`src/rtl/cop_muldiv_unit.sv`:
```
// cop_muldiv_unit
// Multi-cycle multiply/divide coprocessor that owns the HI/LO register pair.
// Executes MULT, MULTU, MADD, MSUB, MSUBU, DIV and DIVU. Each one runs one
// shift-add or restoring-divide step per clock. The pipeline launches an
// operation with start/op and stalls while busy is high.
//
// Ports
//   clk       rising-edge clock
//   rst_n     asynchronous active-low reset
//   start     launch request, only looked at while idle
//   op        000 MULT, 001 MADD, 010 MSUBU, 011 DIV, 100 MULTU,
//             101 DIVU, 110 MSUB, 111 NOP
//   rs, rt    operand A (multiplicand/dividend), operand B (multiplier/divisor)
//   hi_we     MTHI write enable (idle only)
//   lo_we     MTLO write enable (idle only)
//   wdata     MTHI/MTLO data
//   busy      operation in flight
//   done      one-cycle pulse, hi/lo carry the new result in that cycle
//   div_zero  pulses with done when a divide had rt == 0
//   hi, lo    HI and LO registers
module cop_muldiv_unit #(
    parameter int WIDTH = 32
) (
    input  logic             clk,
    input  logic             rst_n,
    input  logic             start,
    input  logic [2:0]       op,
    input  logic [WIDTH-1:0] rs,
    input  logic [WIDTH-1:0] rt,
    input  logic             hi_we,
    input  logic             lo_we,
    input  logic [WIDTH-1:0] wdata,
    output logic             busy,
    output logic             done,
    output logic             div_zero,
    output logic [WIDTH-1:0] hi,
    output logic [WIDTH-1:0] lo
);

    localparam int DW = 2 * WIDTH;
    localparam int CW = $clog2(WIDTH);

    localparam logic [2:0] OP_MULT  = 3'b000;
    localparam logic [2:0] OP_MADD  = 3'b001;
    localparam logic [2:0] OP_MSUBU = 3'b010;
    localparam logic [2:0] OP_DIV   = 3'b011;
    localparam logic [2:0] OP_DIVU  = 3'b101;
    localparam logic [2:0] OP_MSUB  = 3'b110;
    localparam logic [2:0] OP_NOP   = 3'b111;

    typedef enum logic [1:0] {
        S_IDLE,
        S_RUN,
        S_FIN
    } state_t;

    state_t state, state_n;

    logic [2:0]       op_q;
    logic [WIDTH-1:0] opnd_q;
    logic [WIDTH-1:0] hi_w;
    logic [WIDTH-1:0] lo_w;
    logic             neg_q;
    logic             rem_neg_q;
    logic             dz_q;
    logic [CW-1:0]    cnt;

    // Decode of the operation being launched this cycle.
    logic             in_signed;
    logic             in_div;
    logic             rs_neg;
    logic             rt_neg;
    logic [WIDTH-1:0] rs_mag;
    logic [WIDTH-1:0] rt_mag;
    logic             start_ok;
    logic             is_div_q;
    logic             last_step;

    assign in_signed = (op == OP_MULT) || (op == OP_MADD) ||
                       (op == OP_MSUB) || (op == OP_DIV);
    assign in_div    = (op == OP_DIV) || (op == OP_DIVU);
    assign rs_neg    = in_signed & rs[WIDTH-1];
    assign rt_neg    = in_signed & rt[WIDTH-1];
    assign rs_mag    = rs_neg ? -rs : rs;
    assign rt_mag    = rt_neg ? -rt : rt;
    assign start_ok  = (state == S_IDLE) && start && (op != OP_NOP);
    assign is_div_q  = (op_q == OP_DIV) || (op_q == OP_DIVU);
    assign last_step = (cnt == CW'(WIDTH - 1));
    assign busy      = (state != S_IDLE);

    // One iteration of either algorithm. Multiply keeps the partial product in
    // {hi_w, lo_w} with the multiplier shifting out of lo_w. Divide keeps the
    // partial remainder in hi_w while quotient bits shift into lo_w.
    logic [WIDTH:0]   mul_sum;
    logic [WIDTH:0]   div_shift;
    logic             div_ge;
    logic [WIDTH-1:0] div_diff;

    assign mul_sum   = {1'b0, hi_w} + (lo_w[0] ? {1'b0, opnd_q} : '0);
    assign div_shift = {hi_w, lo_w[WIDTH-1]};
    assign div_ge    = (div_shift >= {1'b0, opnd_q});
    // The true difference is below 2^WIDTH whenever div_ge holds.
    assign div_diff  = div_shift[WIDTH-1:0] - opnd_q;

    // Sign fixup and accumulation. The remainder takes the sign of the dividend,
    // so a divide by zero naturally returns rs in HI.
    logic [DW-1:0]    prod;
    logic [DW-1:0]    p_fix;
    logic [WIDTH-1:0] quot;
    logic [WIDTH-1:0] rem;
    logic [DW-1:0]    res;

    assign prod  = {hi_w, lo_w};
    assign p_fix = neg_q ? -prod : prod;
    assign quot  = dz_q ? '1 : (neg_q ? -lo_w : lo_w);
    assign rem   = rem_neg_q ? -hi_w : hi_w;

    always_comb begin
        res = p_fix;
        case (op_q)
            OP_MADD:           res = {hi, lo} + p_fix;
            OP_MSUB, OP_MSUBU: res = {hi, lo} - p_fix;
            OP_DIV, OP_DIVU:   res = {rem, quot};
            default:           res = p_fix;
        endcase
    end

    always_ff @(posedge clk or negedge rst_n) begin
        if (!rst_n) begin
            state <= S_IDLE;
        end else begin
            state <= state_n;
        end
    end

    always_comb begin
        state_n = state;
        case (state)
            S_IDLE:  if (start_ok) state_n = S_RUN;
            S_RUN:   if (last_step) state_n = S_FIN;
            S_FIN:   state_n = S_IDLE;
            default: state_n = S_IDLE;
        endcase
    end

    always_ff @(posedge clk or negedge rst_n) begin
        if (!rst_n) begin
            op_q      <= '0;
            opnd_q    <= '0;
            hi_w      <= '0;
            lo_w      <= '0;
            neg_q     <= 1'b0;
            rem_neg_q <= 1'b0;
            dz_q      <= 1'b0;
            cnt       <= '0;
            hi        <= '0;
            lo        <= '0;
            done      <= 1'b0;
            div_zero  <= 1'b0;
        end else begin
            done     <= (state == S_FIN);
            div_zero <= (state == S_FIN) && dz_q;
            case (state)
                S_IDLE: begin
                    if (hi_we) hi <= wdata;
                    if (lo_we) lo <= wdata;
                    if (start_ok) begin
                        op_q      <= op;
                        opnd_q    <= in_div ? rt_mag : rs_mag;
                        hi_w      <= '0;
                        lo_w      <= in_div ? rs_mag : rt_mag;
                        neg_q     <= rs_neg ^ rt_neg;
                        rem_neg_q <= rs_neg;
                        dz_q      <= in_div && (rt == '0);
                        cnt       <= '0;
                    end
                end
                S_RUN: begin
                    cnt <= cnt + 1'b1;
                    if (is_div_q) begin
                        hi_w <= div_ge ? div_diff : div_shift[WIDTH-1:0];
                        lo_w <= {lo_w[WIDTH-2:0], div_ge};
                    end else begin
                        hi_w <= mul_sum[WIDTH:1];
                        lo_w <= {mul_sum[0], lo_w[WIDTH-1:1]};
                    end
                end
                S_FIN: begin
                    hi <= res[DW-1:WIDTH];
                    lo <= res[WIDTH-1:0];
                end
                default: ;
            endcase
        end
    end

endmodule

```
`config.mk`:
```
export PLATFORM = sky130hd
export DESIGN_NAME = cop_muldiv_unit
export DESIGN_NICKNAME = d
export VERILOG_FILES = /design/src/rtl/cop_muldiv_unit.sv
export SDC_FILE = /design/constraint.sdc
export NUM_CORES = 1
export LEC_CHECK = 0
export ABC_AREA = 1
export CORE_ASPECT_RATIO = 1.4
export CORE_MARGIN = 10
export CORE_UTILIZATION = 63
export DETAILED_ROUTE_END_ITERATION = 10
export PLACE_DENSITY = 0.86
export SETUP_SLACK_MARGIN = 0.4
export SLEW_MARGIN = 40
export SYNTH_ARGS = -nofsm -noshare
export SYNTH_HDL_FRONTEND = slang
export SYNTH_SLANG_ARGS = --single-unit
```
`constraint.sdc`:
```
create_clock -name clk -period 9.6 [get_ports clk]
set_input_delay 2.88 -clock clk [delete_from_list [all_inputs] [get_ports clk]]
set_output_delay 2.88 -clock clk [all_outputs]
set_load 0.01 [all_outputs]
```
Word level (Yosys, flattened, before mapping)
Index checks and enable logic that the tools add are counted.
{"block": "classes", "mux": 26, "bitwise": 3, "n_lt_le_gt_ge": 1, "n_eq_ne": 17, "add_sub_neg": 10, "reduce_logical": 22}
{"operator": "2-to-1 mux 32 bit", "count": 15}
{"operator": "case mux 32 bit (2 select lines)", "count": 4}
{"operator": "case mux 64 bit (3 select lines)", "count": 1}
{"operator": "negation 32 bit", "count": 4}
{"operator": "adder 64 bit", "count": 1}
{"operator": "2-to-1 mux 64 bit", "count": 1}
{"operator": "negation 64 bit", "count": 1}
{"operator": "subtractor 64 bit", "count": 1}
{"operator": "adder 32 x 32 -> 33 bit", "count": 1}
{"operator": ">= comparator 33 x 32 -> 1 bit", "count": 1}
{"operator": "logical NOT 32 bit", "count": 1}
{"operator": "subtractor 32 bit", "count": 1}
{"operator": "== test 3 bit, second input constant", "count": 4}
{"operator": "case mux 5 bit (2 select lines)", "count": 1}
{"operator": "AND reduction 2 bit", "count": 5}
{"operator": "== test 3 x 2 -> 1 bit, second input constant", "count": 3}
{"operator": "!= test 2 bit, second input constant", "count": 4}
{"operator": "== test 3 x 1 -> 1 bit, second input constant", "count": 2}
{"operator": "nonzero test 2 bit", "count": 3}
{"operator": "adder 5 x 1 -> 5 bit, second input constant", "count": 1}
{"operator": "== test 5 bit, second input constant", "count": 1}
{"operator": "logical OR 1 bit", "count": 5}
{"operator": "2-to-1 mux 5 bit", "count": 1}
{"operator": "logical AND 1 bit", "count": 4}
{"operator": "other kinds (10)", "count": 13}
{"block": "word_totals", "ff_bits": 175, "out_inout_bits": 67, "inputBits": 104, "elab_cells": 92}

Depth between registers and ports, before layout
{"block": "depth", "depth_word": 9, "ltp_mapped": 38, "mapped_depth_nobuf": 37}

Worst setup path before layout
Ideal clock, no wire load.
{"block": "synth_timing", "path_kind": "input -> register", "from": "in rt[1]", "to": "reg lo_w[28]", "setup_ns": 0.138, "stages": 15, "n_path_buf": 0, "arrival_ns": 4.675, "setup_slack_ns": 4.787, "required_time_ns": 9.462, "cell_sequence": "inv_1 ha_1 nand2_1 nor2_1 nand2_1 nor3_1 nand3_1 nand3b_1 nor2_1 nand2_1 nor2_1 a21oi_1 xor2_1 o211ai_1 a31oi_1"}
{"block": "synth_via", "elab_chain_len": 5}
{"item": "from (decl)", "line_no": "29", "text": "input logic [WIDTH-1:0] rt,"}
{"item": "negation 32 bit", "line_no": "85", "text": "assign rt_mag = rt_neg ? -rt : rt;"}
{"item": "2-to-1 mux 32 bit", "line_no": "85"}
{"item": "2-to-1 mux 32 bit", "line_no": "171", "text": "lo_w <= in_div ? rs_mag : rt_mag;"}
{"item": "2-to-1 mux 32 bit", "line_no": "167", "text": "if (start_ok) begin"}
{"item": "case mux 32 bit (2 select lines)", "line_no": "163", "text": "case (state)"}
{"item": "to (signal assigned)", "line_no": "171"}
{"item": "to (signal assigned)", "line_no": "182", "text": "lo_w <= {lo_w[WIDTH-2:0], div_ge};"}
{"item": "to (signal assigned)", "line_no": "185", "text": "lo_w <= {mul_sum[0], lo_w[WIDTH-1:1]};"}
{"item": "to (decl)", "line_no": "62", "text": "logic [WIDTH-1:0] lo_w;"}
No other way between the ends. The select of a mux whose other input is x is not followed.
A chain may end at the register's enable or synchronous reset.

Worst setup path after layout
{"block": "layout_timing", "from": "reg hi_w[13]", "to": "reg hi[31]"}
{"block": "layout_via", "elab_chain_len": 5, "word_cells_on_any_way": 8, "cone_classes": "add/sub (4); mux (4)"}
{"item": "from (decl)", "line_no": "61", "text": "logic [WIDTH-1:0] hi_w;"}
{"item": "from (signal assigned)", "line_no": "181", "text": "hi_w <= div_ge ? div_diff : div_shift[WIDTH-1:0];"}
{"item": "from (signal assigned)", "line_no": "184", "text": "hi_w <= mul_sum[WIDTH:1];"}
{"item": "negation 64 bit", "line_no": "114", "text": "assign p_fix = neg_q ? -prod : prod;"}
{"item": "2-to-1 mux 64 bit", "line_no": "114"}
{"item": "subtractor 64 bit / adder 64 bit (equally long branches)", "line_no": "122, 121"}
{"item": "case mux 64 bit (3 select lines) *", "line_no": "120", "text": "case (op_q)"}
{"item": "case mux 32 bit (2 select lines) *", "line_no": "163"}
{"item": "to (signal assigned)", "line_no": "165", "text": "if (hi_we) hi <= wdata;"}
{"item": "to (signal assigned)", "line_no": "189", "text": "hi <= res[DW-1:WIDTH];"}
{"item": "to (decl)", "line_no": "36", "text": "output logic [WIDTH-1:0] hi,"}
Every way passes the cells marked *; elsewhere a longest branch is shown, timed or not.

==> impl_metrics.toml <==
[synth]
synth_edf_count = 0
synthDominantCellAreaShare_pct = 18.7
synth_area_per_inst_um2 = 5.96
syn-num-nets = 4166
synth_register_bits = 175
synth.yosys.warnings = 0
synth_top_area_cell = "dfrtp_1"
synth_area_leaders = "dfrtp_1 19%, nand2_1 14%, nor2_1 8.8%"
mappedNetlistArea_um2 = 23400
synthFlopType = "dfrtp_1"
netlist_cell_types = 62
synthesis.instances = 3925
fraction_of_synthesis_flops_using_an_asynchronous_set_or_reset_pin_pct = 100
seq_area_frac_synth_pct = 18.7

[sta]
final_critical_path_setup_slack_ns = 3.35
fin_setup_tns_ns = 0
setup_viol_count_final = 0
report.final.hold_viol_count = 0
min_period_over_period_pct = 65.1
slew-limit-headroom_pct = 38.2
holdWs_ns = 0.525
rsz0062_at_grt = "no"
slew_violations = 0
tightest_slew_ns = 0.921
final_min_period_ns = 6.25
clock.fmax_ghz = 0.160
finalClockSkew_ns = 0.0194

[grt]
gr-usage-all-layers_pct = 42.3
grt_start_max_net_pins = 100
grt_pass1_vias = 26700
grt_pass1_wl_um = 150000
grt_overflow = 0
number_of_antenna_violations_at_the_first_check_in_global_routing = 0

[cts]
cts-root-buf = "clkbuf_16"
cts_tree = "done"
cts.sinks = 175
number_of_cts_inserted_buffers = 17
postCtsResizedCells = 0
clock_path_buffers = 2
clk_pin_slew_worst_paths_ns = 0.09
clock_tree.htree_level_count = 4
clkLatencyLatePin_ns = 0.48
cts-hold-fix-buffers = 0
post_cts_buffers = 0

[routing]
detail-route-antenna-nets = 0
drt_iter0_markers = 4179
route.final.wire_length_um = 98900
wl_per_cell_um = 22.0
drt_pre_antenna_iters = 9
route.detailed.vias_per_inst = 6.41
vias = 28800
detail_route.drc_violations = 0

[layout]
final_layout_size_suffix_gt1_share_pct = 4.55
finish.net_count = 4253
layout_common_cells = "898 x nand2_1, 543 x nor2_1, 456 x inv_1"
layout_commonest_cell = "nand2_1"
layout_cell_area_excl_fill_um2 = 26100
layout-area-overhead-vs-synth_pct = 11.5
antenna_cells_inserted = 0

[critical_path]
cpMaxStageDelayCell = "dfrtp_1"
critical_path_peak_fanout = 7
regToRegEndpoint = "hi[31]"
arrival_ns = 6.66
critical_path.startpoint_type = "flop"
ff2ff_setup_slack_ns = 3.35
critical_path.endpoint_type = "flop"
critical_path.most_common_cell = "nand2_1"
critPathMaxStageDelay_ns = 0.54
reg2reg_depth = 29
r2r-start = "hi_w[13]"
path_class = "flop to flop"
worstPathRequired_ns = 10.01

[placement]
gpl.final_weighted_congestion = 1.11
dp_slack_ns = 3.54
placed_cell_area_um2 = 25400
port-buffer-count = 170
dp.final_hpwl_um = 77600

[floorplanning]
core-area_um2 = 36700
initial_utilization_pct = 63.8
floorplan.io_pins = 171
die_height_um = 248
die_outline_area_um2 = 45300
rows = 83
fp.dieW_um = 183

[run_status]
run_status = "complete, no violations"

[worst_hold_path]
worstHoldStart = "cnt[4]"
worst_hold_path.endpoint = "cnt[4]"
worstHoldPathType = "flop to flop"
hold_path_depth = 1

[job]
drv_cap = 0
-- layout make-up --
cell class	instances	area (um2)
flip-flops and latches	175	4380
clock buffers	17	425
inverters	472	1780
well taps	467	584
multi-input cells	3149	16800
fillers	3280	10600
clock inverters	15	198
repair buffers	197	1930
-- logic make-up after synthesis --
group	Yosys count	share of synthesized area, %
buffers and inverters	601	9.75
adders and majority gates	137	7.43
and+or+nand+nor	1887	34.1
xor gates and xnor gates	183	6.89
DFF	175	18.7
AOI/OAI and AO/OA	942	23.1
-- critical path: cells and delay by family (launching register included) --
| kind | cells | cell delay, ns |
|---|---|---|
| and+or+nand+nor | 15 | 2.86 |
| AOI/OAI and AO/OA | 8 | 1.58 |
| buffers and inverters | 4 | 0.65 |
| DFF | 1 | 0.54 |
| adders and majority gates | 1 | 0.31 |
| xor gates and xnor gates | 1 | 0.25 |
-- routing by layer --
metal	wire length [um]	track usage, %	part of all wire [%]	vias up
li1	-	-	-	13300
met1	34100	47.6	34	12900
met2	44700	68.4	45	2102
met3	10200	7.77	10	519
met4	9910	36.5	10	0
met5	0	0	0	-
-- how the worst max path moves through the flow --
| stage | startpoint | endpoint |
|---|---|---|
| finish | hi_w[13] | hi[31] |
| global route | hi_w[0] | hi[31] |
| CTS | neg_q | hi[28] |
| detailed placement | op[1] | lo_w[30] |
| global placement | op[1] | lo_w[30] |
| floorplan | rt[1] | lo_w[28] |
-- synth_stat cells (all sizes together), types with 2 or more instances --
master and instances:
a211oi 2, a21boi 12, a21o 18, a21oi 297, a221oi 5, a22o 2
a311oi 2, a31oi 82, buf 19, clkbuf 110, clkinv 5, dfrtp 175
fa 3, ha 134, inv 467, nand2 934, nand3 235, nand3b 9
nand4 42, nor2 581, nor3 46, nor4 17, o2111ai 3, o211ai 70
o21a 21, o21ai 344, o21bai 12, o221ai 11, o22ai 45, o311ai 4
o31ai 5, o32ai 2, o41ai 2, or2 20, xnor2 62, xor2 121
-- flip-flops by register name, summed over array words and instances, names as in the netlist --
name and cells:
hi_w 32, neg_q 1, cnt 5, dz_q 1
lo 32, opnd_q 32, done 1, hi 32
rem_neg_q 1, lo_w 32, state 2, div_zero 1
op_q 3
-- stage by stage --
stage / cells / utilization (%)
4_1_cts: 4491 / 71.0
6_report: 4492 / 71.1
5_1_grt: 4492 / 71.1
2_1_floorplan: 3925 / -
3_5_place_dp: 4459 / 69.3
3_3_place_gp: 4459 / 69.3
Power is not shown: default switching activity piles up to over one toggle a cycle in this logic, so the estimate is an artifact.
